===== src/rtl/cpu_break_sequencer_pkg.sv =====
// Shared constants and state encoding for the 6502 front-panel break sequencer.
// REG_BASE is the monitor register dump offset, also used by cpu_control's readout.
package cpu_break_sequencer_pkg;

  typedef enum logic [1:0] {
    ST_NORMAL  = 2'd0,
    ST_ARMED   = 2'd1,
    ST_OVERLAY = 2'd2
  } seq_state_e;

  localparam logic [15:0] NMI_VEC    = 16'hFFFA;
  localparam logic [15:0] NMI_VEC_HI = 16'hFFFB;
  localparam logic [7:0]  OVL_PAGE   = 8'hFF;
  localparam logic [7:0]  REG_BASE   = 8'hF0;

endpackage


===== src/rtl/cpu_break_sequencer.sv =====
// Run/halt/single-step sequencer: drives CPU NMI and selects control RAM for the $FF page
// while the monitor runs. FSM, ARMED timeout counter and address decode are all inline.
module cpu_break_sequencer
  import cpu_break_sequencer_pkg::*;
#(
  parameter int ARM_TIMEOUT = 1024,
  parameter int TMO_W       = 11
) (
  input  logic        clk,
  input  logic        rst_n,
  input  logic        bus_en,
  input  logic [15:0] A,
  input  logic        rw,
  input  logic        sync,
  input  logic        b_runhalt,
  input  logic        b_step,
  output logic        nmi_n,
  output logic        overlay,
  output logic        halted,
  output logic        cont,
  output logic [1:0]  state
);

  localparam logic [TMO_W-1:0] TMO_LAST = TMO_W'(ARM_TIMEOUT - 1);

  logic [1:0]       r_state;
  logic [1:0]       w_state_next;
  logic             r_run_mode;
  logic             w_run_next;
  logic             r_nmi_n;
  logic             w_nmi_next;
  logic             r_cont;
  logic             w_cont_next;
  logic [TMO_W-1:0] r_cnt;
  logic [TMO_W-1:0] w_cnt_next;
  logic             w_vec_addr;
  logic             w_ovl_page;
  logic             w_step;

  assign w_vec_addr = (A == NMI_VEC) || (A == NMI_VEC_HI);
  assign w_ovl_page = (A[15:8] == OVL_PAGE);
  assign w_run_next = r_run_mode ^ b_runhalt;
  // A simultaneous run/halt press takes priority; the step press is discarded.
  assign w_step     = b_step & ~b_runhalt;

  always_ff @(posedge clk or negedge rst_n) begin
    if (!rst_n) begin
      r_state    <= ST_NORMAL;
      r_run_mode <= 1'b1;
      r_nmi_n    <= 1'b1;
      r_cont     <= 1'b0;
      r_cnt      <= '0;
    end else begin
      r_state    <= w_state_next;
      r_run_mode <= w_run_next;
      r_nmi_n    <= w_nmi_next;
      r_cont     <= w_cont_next;
      r_cnt      <= w_cnt_next;
    end
  end

  always_comb begin
    w_state_next = r_state;
    w_nmi_next   = r_nmi_n;
    w_cont_next  = r_cont;
    w_cnt_next   = r_cnt;
    case (r_state)
      ST_NORMAL: begin
        if (!w_run_next) begin
          w_state_next = ST_ARMED;
          w_nmi_next   = 1'b0;
          w_cnt_next   = '0;
        end
      end
      ST_ARMED: begin
        if (bus_en) begin
          if (rw && w_vec_addr) begin
            w_state_next = ST_OVERLAY;
            w_nmi_next   = 1'b1;
            w_cont_next  = 1'b0;
          end else if (r_cnt == TMO_LAST) begin
            // CPU missed the edge: release NMI for one bus cycle so the next fall re-triggers it.
            w_nmi_next = 1'b1;
            w_cnt_next = '0;
          end else begin
            w_nmi_next = 1'b0;
            w_cnt_next = r_cnt + 1'b1;
          end
        end
      end
      ST_OVERLAY: begin
        w_nmi_next = 1'b1;
        if (w_run_next || w_step) begin
          w_cont_next = 1'b1;
        end
        // First opcode fetch outside the monitor page means RTI has completed.
        if (bus_en && sync && !w_ovl_page) begin
          if (w_run_next) begin
            w_state_next = ST_NORMAL;
          end else begin
            w_state_next = ST_ARMED;
            w_nmi_next   = 1'b0;
            w_cnt_next   = '0;
          end
        end
      end
      default: begin
        w_state_next = ST_NORMAL;
        w_nmi_next   = 1'b1;
      end
    endcase
  end

  always_comb begin
    overlay = 1'b0;
    case (r_state)
      ST_ARMED:   overlay = w_vec_addr;
      ST_OVERLAY: overlay = w_ovl_page;
      default:    overlay = 1'b0;
    endcase
  end

  assign nmi_n  = r_nmi_n;
  assign halted = ~r_run_mode;
  assign cont   = r_cont;
  assign state  = r_state;

endmodule


===== config.mk =====
export PLATFORM = sky130hd
export DESIGN_NAME = cpu_break_sequencer
export DESIGN_NICKNAME = d
export VERILOG_FILES = /design/src/rtl/cpu_break_sequencer_pkg.sv /design/src/rtl/cpu_break_sequencer.sv
export SDC_FILE = /design/constraint.sdc
export NUM_CORES = 1
export LEC_CHECK = 0
export CAP_MARGIN = 0
export CORE_MARGIN = 2
export CORE_UTILIZATION = 38
export CTS_CLUSTER_DIAMETER = 120
export DETAILED_ROUTE_END_ITERATION = 8
export PLACE_DENSITY = 0.62
export SYNTH_ARGS = -nofsm -noshare
export SYNTH_HDL_FRONTEND = slang
export SYNTH_SLANG_ARGS = --single-unit
export TNS_END_PERCENT = 50

===== constraint.sdc =====
create_clock -name clk -period 3.38 [get_ports clk]
set_input_delay 0.507 -clock clk [delete_from_list [all_inputs] [get_ports clk]]
set_output_delay 0.507 -clock clk [all_outputs]
set_load 0.005 [all_outputs]

==> metrics.yaml <==
timing:
  fmax_mhz: 363
  hold_viol_final: 0
  postLayoutSetupSlackWorst_ns: 0.627
  setup_viol: 0
  min_period_ns: 2.75
  rsz0062_at_grt: "no"
  finalClockSkew_ns: 0.00663
  min_period_over_period: 0.814
  slew_headroom: 0.515
  final.setup.tns_ns: 0
  worstMarginPinSlew_ns: 0.725
  drv_slew: 0
clock_tree:
  htreeDepth: 1
  clock-root-buffer: "clkbuf_4"
  clk-insertion-delay-late_ns: 0.30
  cts_resized: 0
  cts_hold_buf: 0
  clock_path_buffers: 2
  cts_tree: "built"
  clk_pin_slew_ns: 0.11
  post-cts-setup-buffers: 0
  clock-sinks: 16
  cts_buffers: 3
drt:
  vias: 1039
  vias_per_cell: 5.84
  wirelength_um: 2740
  drt-initial-drc-count: 26
  drc_errors: 0
  drt-pass1-iter-count: 4
  final_antenna_net_count: 0
  wl_per_cell_um: 15.4
worst_hold_path:
  hold_depth: 1
  hp-start: "r_cnt[10]"
  hp-class: "register to register"
  hold_path_end: "r_cnt[10]"
layout:
  fillers: 248
  n_antenna_cell: 0
  drive_above_1_share: 0.102
  area_delta_synth_final_pct: 32.5
  layout.nets: 176
floorplanning:
  core_area_um2: 2690
  die_w_um: 56.7
  row_count: 19
  start_util: 0.393
  ios: 29
  die_h_um: 56.7
  dieArea_um2: 3220
yosys:
  synthesis.area_um2: 1060
  yosys_warnings: 0
  synth_top_area_share: 0.332
  ys_top_cells_by_area: "dfrtp_1 33%, ha_1 5.9%, dfstp_2 5.0%"
  synthFlopType: "dfrtp_1"
  syn_nets: 146
  ys_seq_area_frac: 0.382
  netlist-cell-type-count: 42
  synth_edf_count: 0
  synth_commonest_cells: "14 x dfrtp_1, 10 x nand2_1, 8 x a21oi_1, 8 x o21ai_0, 6 x a31oi_1"
  async_flop_share: 1.00
  synth_seq_cells: 16
  syn_avg_cell_area_um2: 8.95
  synth.most_common_cell: "dfrtp_1"
  synth_area_leader_cell: "dfrtp_1"
  syn_inst: 118
setup_path:
  cp_max_fo: 6
  cp.required_ns: 2.87
  r2r_start: "state[1]"
  critPathBufInv: 3
  crit_type: "register to output pin"
  rr_worst_depth: 8
  cp-start-kind: "register"
  critPathSlowestCell: "clkdlybuf4s50_1"
  critical-path-max-stage-delay_ns: 0.56
  worstSetupEndpointType: "output pin"
  arrival_ns: 2.25
  crit_family: "buffers and inverters"
  critPathMostFrequentCell: "inv_1"
  crit_cells: 7
  crit_chain: "inv_1 -> ha_1 -> inv_1 -> nor3_1 -> nor2_1 -> nor4b_1 -> clkdlybuf4s50_1"
  rr_endpoint: "r_cnt[7]"
  r2r_slack_ns: 1.13
global_routing:
  grt_start_max_net_pins: 17
  track_usage: 0.191
  grt_pass1_wl_um: 4860
  grt_pass1_vias: 1053
  antenna_found_initial: 0
  grt-ovfl-total: 0
run:
  maxCapViolations: 0
placed_design:
  port_buffers: 27
  place_congestion: 0.825
  place_hpwl_um: 2030
  dpl_worst_slack_ns: 0.611
pwr:
  p_leak_nw: 0.568
  vdd_drop_max_uv: 337
  pwr_density_cell_nw_per_um2: 557
outcome:
  status: "complete, no violations"
==> placed cells by master, fill, tap and decap left out, drive strengths merged, types with 4 or more instances in the layout <==
cell type / n
o21ai: 8
clkdlybuf4s50: 27
o211ai: 4
nand2: 10
nor2: 5
nor3: 5
nand4: 6
nand2b: 4
a31oi: 6
ha: 5
clkbuf: 4
dfrtp: 14
inv: 5
a21oi: 9
==> cell type report <==
type / count / area [µm²] / share of cell area
multi-input cells: 93 / 617 / 0.441
flip-flops and latches: 16 / 403 / 0.288
repair buffers: 29 / 285 / 0.204
well taps: 31 / 38.8 / 0.0277
clock buffers: 4 / 36.3 / 0.0259
inverters: 5 / 18.8 / 0.0134
==> worst reg2reg max path: cells and delay by family (launching register included) <==
kind	cells	cell delay [ns]
AO/OA/AOI/OAI	3	0.81
adder cells (fa/ha/maj)	1	0.20
buffers and inverters	2	0.27
AND/OR/NAND/NOR	2	0.41
flip-flops	1	0.45
==> where the power goes <==
part           switching [mW]  leakage [nW]  total, mW  internal [mW]
registers              0.0435         0.212      0.281          0.237
logic                   0.207         0.336      0.364          0.157
clock network          0.0683        0.0210      0.134         0.0657
total                   0.318         0.568      0.779          0.460
==> cells by family after synthesis <==
group           share of synthesized area
compound gates                      0.245
xor+xnor                          0.00830
fa+ha+maj                          0.0592
buf+inv                            0.0344
flops                               0.382
mux                                0.0107
simple gates                        0.261
==> layer usage <==
layer | part of all wire | GRT usage
met1 | 0.48 | 0.253
met5 | 0 | 0
met3 | 0.038 | 0.0438
met2 | 0.48 | 0.312
met4 | 0.0073 | 0.0510
==> worst max path at each step <==
stage	startpoint	endpoint
after floorplan	state[1]	overlay
after global placement	A[2]	overlay
after detailed placement	A[1]	overlay
after CTS	state[1]	overlay
after global routing	state[1]	overlay
final	state[1]	overlay
==> flip-flops by register name (all words and copies together) (netlist names) <==
register and cells:
r_run_mode 1, r_cnt 11, nmi_n 1, state 2
cont 1
==> per-stage QoR <==
stage / util / total power, mW / instance area (µm²) / hold WS (ns) / cells
2_1_floorplan: - / 0.508 / 1060 / 0.211 / 118
3_3_place_gp: 0.507 / 0.635 / 1360 / 0.482 / 174
3_5_place_dp: 0.507 / 0.647 / 1360 / 0.483 / 174
4_1_cts: 0.521 / 0.781 / 1400 / 0.506 / 178
5_1_grt: 0.521 / 0.843 / 1400 / 0.528 / 178
6_report: 0.521 / 0.779 / 1400 / 0.513 / 178
Note: power is estimated with default switching activity, not from simulation.
